**src/rtl/jtframe_rom_fetch.sv**
```systemverilog
// rtl/jtframe_rom_fetch.sv - two-entry line cache between a CPU ROM port and an SDRAM read slot
module jtframe_rom_fetch #(
    parameter int AW = 16,
    parameter int DW = 8,
    parameter int SW = 22
) (
    input  logic          clk,
    input  logic          rst_n,
    input  logic          clr,
    input  logic [SW-1:0] offset,
    input  logic [AW-1:0] addr,
    input  logic          addr_ok,
    output logic [DW-1:0] dout,
    output logic          data_ok,
    output logic [SW-1:0] sdram_addr,
    output logic          sdram_req,
    input  logic          sdram_ack,
    input  logic          data_rdy,
    input  logic [31:0]   sdram_din
);

    localparam int LB = (DW == 8) ? 2 : 1;
    localparam int TW = AW - LB;

    localparam logic [1:0] S_IDLE = 2'd0;
    localparam logic [1:0] S_REQ  = 2'd1;
    localparam logic [1:0] S_WAIT = 2'd2;

    logic [1:0]    state;
    logic [1:0]    valid;
    logic          victim;
    logic          discard;
    logic [TW-1:0] tag0, tag1, req_tag;
    logic [31:0]   data0, data1;

    logic [TW-1:0] atag;
    logic [LB-1:0] wsel;
    logic          hit0, hit1, hit, fill;
    logic [31:0]   line_sel, line_sh;
    logic [SW-1:0] tag_addr;

    assign atag = addr[AW-1:LB];
    assign wsel = addr[LB-1:0];
    assign hit0 = valid[0] && (tag0 == atag);
    assign hit1 = valid[1] && (tag1 == atag);
    assign hit  = addr_ok && (hit0 || hit1);
    assign data_ok = hit;

    // Entry 0 is the default source so a double match resolves to it
    always_comb begin
        line_sel = (hit1 && !hit0) ? data1 : data0;
        line_sh  = line_sel >> (32'(wsel) * DW);
        dout     = line_sh[DW-1:0];
    end

    // Each line holds two 16-bit SDRAM words, hence the tag is scaled by 2
    assign tag_addr = SW'({atag, 1'b0});

    assign fill = data_rdy && ((state == S_WAIT) || (state == S_REQ && sdram_ack));

    always_ff @(posedge clk or negedge rst_n) begin
        if (!rst_n) begin
            state      <= S_IDLE;
            valid      <= 2'b00;
            victim     <= 1'b0;
            discard    <= 1'b0;
            sdram_req  <= 1'b0;
            sdram_addr <= '0;
            req_tag    <= '0;
            tag0       <= '0;
            tag1       <= '0;
            data0      <= '0;
            data1      <= '0;
        end else begin
            if (hit) victim <= hit0;

            case (state)
                S_IDLE: begin
                    if (addr_ok && !hit) begin
                        req_tag    <= atag;
                        sdram_addr <= offset + tag_addr;
                        sdram_req  <= 1'b1;
                        state      <= S_REQ;
                    end
                end
                S_REQ: begin
                    if (sdram_ack) begin
                        sdram_req <= 1'b0;
                        state     <= data_rdy ? S_IDLE : S_WAIT;
                    end
                end
                S_WAIT: begin
                    if (data_rdy) state <= S_IDLE;
                end
                default: state <= S_IDLE;
            endcase

            // The line is written even when discarded; only its valid bit is withheld
            if (fill) begin
                if (victim) begin
                    data1 <= sdram_din;
                    tag1  <= req_tag;
                end else begin
                    data0 <= sdram_din;
                    tag0  <= req_tag;
                end
                victim <= ~victim;
            end

            if (clr)
                valid <= 2'b00;
            else if (fill && !discard)
                valid[victim] <= 1'b1;

            if (fill)
                discard <= 1'b0;
            else if (clr && state != S_IDLE)
                discard <= 1'b1;
        end
    end

endmodule

```
**config.mk**
```make
export PLATFORM = sky130hd
export DESIGN_NAME = jtframe_rom_fetch
export DESIGN_NICKNAME = d
export VERILOG_FILES = /design/src/rtl/jtframe_rom_fetch.sv
export SDC_FILE = /design/constraint.sdc
export NUM_CORES = 1
export LEC_CHECK = 0
export ABC_AREA = 1
export BUFFER_PORTS_ARGS = -buffer_cell sky130_fd_sc_hd__buf_2
export CORE_UTILIZATION = 35
export DETAILED_ROUTE_END_ITERATION = 6
export MAX_ROUTING_LAYER = met4
export PLACE_DENSITY_LB_ADDON = 0.2
export SETUP_SLACK_MARGIN = 0.15
export SLEW_MARGIN = 20
export SYNTH_ARGS = -nofsm -noshare
export SYNTH_HDL_FRONTEND = slang
export SYNTH_SLANG_ARGS = --single-unit
```
**constraint.sdc**
```tcl
create_clock -name clk -period 2.4 [get_ports clk]
set_input_delay 0.36 -clock clk [delete_from_list [all_inputs] [get_ports clk]]
set_output_delay 0.36 -clock clk [all_outputs]
set_load 0.01 [all_outputs]
```
==> metrics <==
H-tree depth 4; IO buf count 107; clock root buffer clkbuf_16; Rows 53; Mapped Area 7630 sq um; EDFF count, synth 0; TritonCTS clock tree built; DIE HEIGHT 150 um; CP dominant cell by count nand2_1; CTS Buf Count 17; nets 1,313; asr flop ratio synth 100%; Ports 108; Fin. Hold Viols 0; CP cell instances inv_2 -> nand2_1 -> nand2_1 -> nand2_1 -> nor2_2 -> nand2_2 -> nor2_8 -> buf_6 -> nand2_8 -> nand2_1 -> nand3_1 -> nand2_1 -> nand2_1 -> nand2_1 -> buf_2; Via Count 7,232; layout cell share with drive strength beyond 1 25.0%; GRT Util Overall 20.0%; Placement Cell Area 8510 sq um; # diodes 0; Core ar. 21,200 sq um; top_reg_cell synth dfrtp_1; final worst setup slack -0.265 ns; Slew Limit Fails 0; outcome complete, but fails checks; CP max-delay cell dfrtp_1; 1st-pass router iterations 6; routed wire length 22,500 um; Max-Slew Margin vs Limit 53.8%; most frequent cells in the layout nand2_1 (320), inv_1 (174), dfrtp_1 (135); CTS max path bufs 2; hold wc startpoint data_rdy; Final ANT Viol Nets 0; cell count after synthesis 1,066; Layout area overhead 32.5%; Synth top area share 44.3%; Peak Freq 375 MHz; die footprint 22,400 sq um; commonest non-fill, non-tap cell in the layout nand2_1; arrival time at the worst endpoint 2.30 ns; CP endpoint kind output pin; Crit path required time 2.04 ns; leakage 5.39 nW; GRT overflow 0; DP HPWL 14,300 um; Worst Hold Class input pin to flip-flop; Clock Sink Count 135; minimum clock period 2.66 ns; vias per cell 4.79; MaxCap Viol Count 0; Worst VDD drop 365 uV; Max stage delay on crit path 0.41 ns; Multi-input gate area 3680 sq um; setup TNS -2.02 ns; reg-to-reg slack, setup -0.01 ns; CP Launch Type flip-flop; initial antenna violation count 0; Netlist cell types 35; post-route cell area 10,100 sq um; Core Util, Final 47.7%; largest net degree at the start of global routing 94; synthesized net count 1,157; worst r2r src tag1[9]; Starting Density 36.0%; Placer Congestion 0.928; leading area contributor after synthesis dfrtp_1; violated checks setup timing; flops & latches, synth 135; synthesized area per cell 7.16 sq um; Die Width 150 um; global-route wire length before repair 33,900 um; Design Power 10.0 mW; Reg area 3380 sq um; number of global-route vias before repair 6,748; unrepaired setup endpoints after global routing yes; Synth area leaders dfrtp_1 (44%), nand2_1 (18%), inv_1 (8.9%), o21ai_0 (7.4%), nand3_1 (5.9%); Max Clock Skew 0.00883 ns; Tcrit/Tclk final 111%; Skew-Pair Late Insertion Delay 0.43 ns; DRC Markers 0; Final Setup Violations 12; Crit Path Category flip-flop to output pin; yosys synthesis warning count 0; routed len/inst 14.9 um; sequential fraction of the synthesis area 44.3%; # fillers 2,132; initial drt markers 576; Least-Margin Pin Slew 0.692 ns; clock slew at the register clock pins of the worst setup and hold paths 0.06 ns; Crit. Startpoint tag1[4]; PD cells 993 nW/um^2; crit path max fanout 8
## layout make-up
| type | instances | share of cell area (%) |
|---|---|---|
| multi-input cells | 711 | 36.4 |
| repair buffers | 170 | 13.6 |
| clock inverters | 14 | 1.63 |
| clock buffers | 18 | 4.34 |
| repair inverters | 3 | 0.309 |
| inverters | 184 | 6.95 |
| well taps | 275 | 3.40 |
| flip-flops and latches | 135 | 33.4 |
## flip-flops by register name, indices dropped and copies added (netlist names)
| name | count |
|---|---|
| data0 | 32 |
| data1 | 32 |
| discard | 1 |
| req_tag | 14 |
| sdram_addr | 22 |
| sdram_req | 1 |
| state | 2 |
| tag0 | 14 |
| tag1 | 14 |
| valid | 2 |
| victim | 1 |
## metrics by stage
stage | cells | worst slack, ns | hold WS, ns
2_1_floorplan | 1066 | 0.565 | 0.0644
3_3_place_gp | 1429 | 0.0166 | 0.319
3_5_place_dp | 1429 | 0.0216 | 0.318
4_1_cts | 1477 | -0.238 | 0.0845
5_1_grt | 1510 | -0.381 | 0.103
6_report | 1510 | -0.265 | 0.101
## power breakdown
part,switching (mW),internal (mW)
combinational,2.05,1.44
clock,1.09,1.59
sequential,0.584,3.28
## path summary, 6_finish.rpt
check	endpoint	cells past startpoint
min in group asynchronous	sdram_addr[5]	2
max reg2reg	req_tag[3]	17
min	state[1]	2
min reg2reg	sdram_addr[0]	2
max	dout[6]	15
max in group asynchronous	data1[12]	3
## synth_stat cells (7+ instances only)
cell type  count
nand2_1      361
inv_1        180
dfrtp_1      135
o21ai_0      113
nand3_1       90
nor2_1        40
a21oi_1       22
buf_2         17
ha_1          14
o21ai_2       13
clkbuf_1      12
nand4_1       10
xnor2_1       10
o21ai_1        9
buf_6          7
## cells by family after synthesis
logic type	share of synthesized area [%]
adders and majority gates	2.56
xor gates and xnor gates	1.49
DFF	44.3
and+or+nand+nor	27.9
AOI/OAI and AO/OA	11.6
buffers and inverters	12.2
## layer usage
metal / GRT usage [%] / routed length (um) / vias up
met3: 3.26 / 1010 / 35
met4: 7.63 / 500 / 0
met2: 30.1 / 10200 / 187
met5: - / 0 / -
li1: - / - / 3637
met1: 26.9 / 10800 / 3373
## critical path: cells and delay by family (launching register included)
family / cells / cell delay, ns
simple gates: 12 / 1.07
flops: 1 / 0.41
buf+inv: 3 / 0.37
## repair_timing
action | CTS | global route
hold buffers | 1 | 0
gates cloned | 4 | 13
pin swaps | 4 | 45
gates resized for setup | 22 | 101
setup endpoints to repair | 9 | 39
endpoints found under the hold margin | 42 | 0
setup buffers | 11 | 20
No activity file was read; power rests on OpenSTA's default activity.
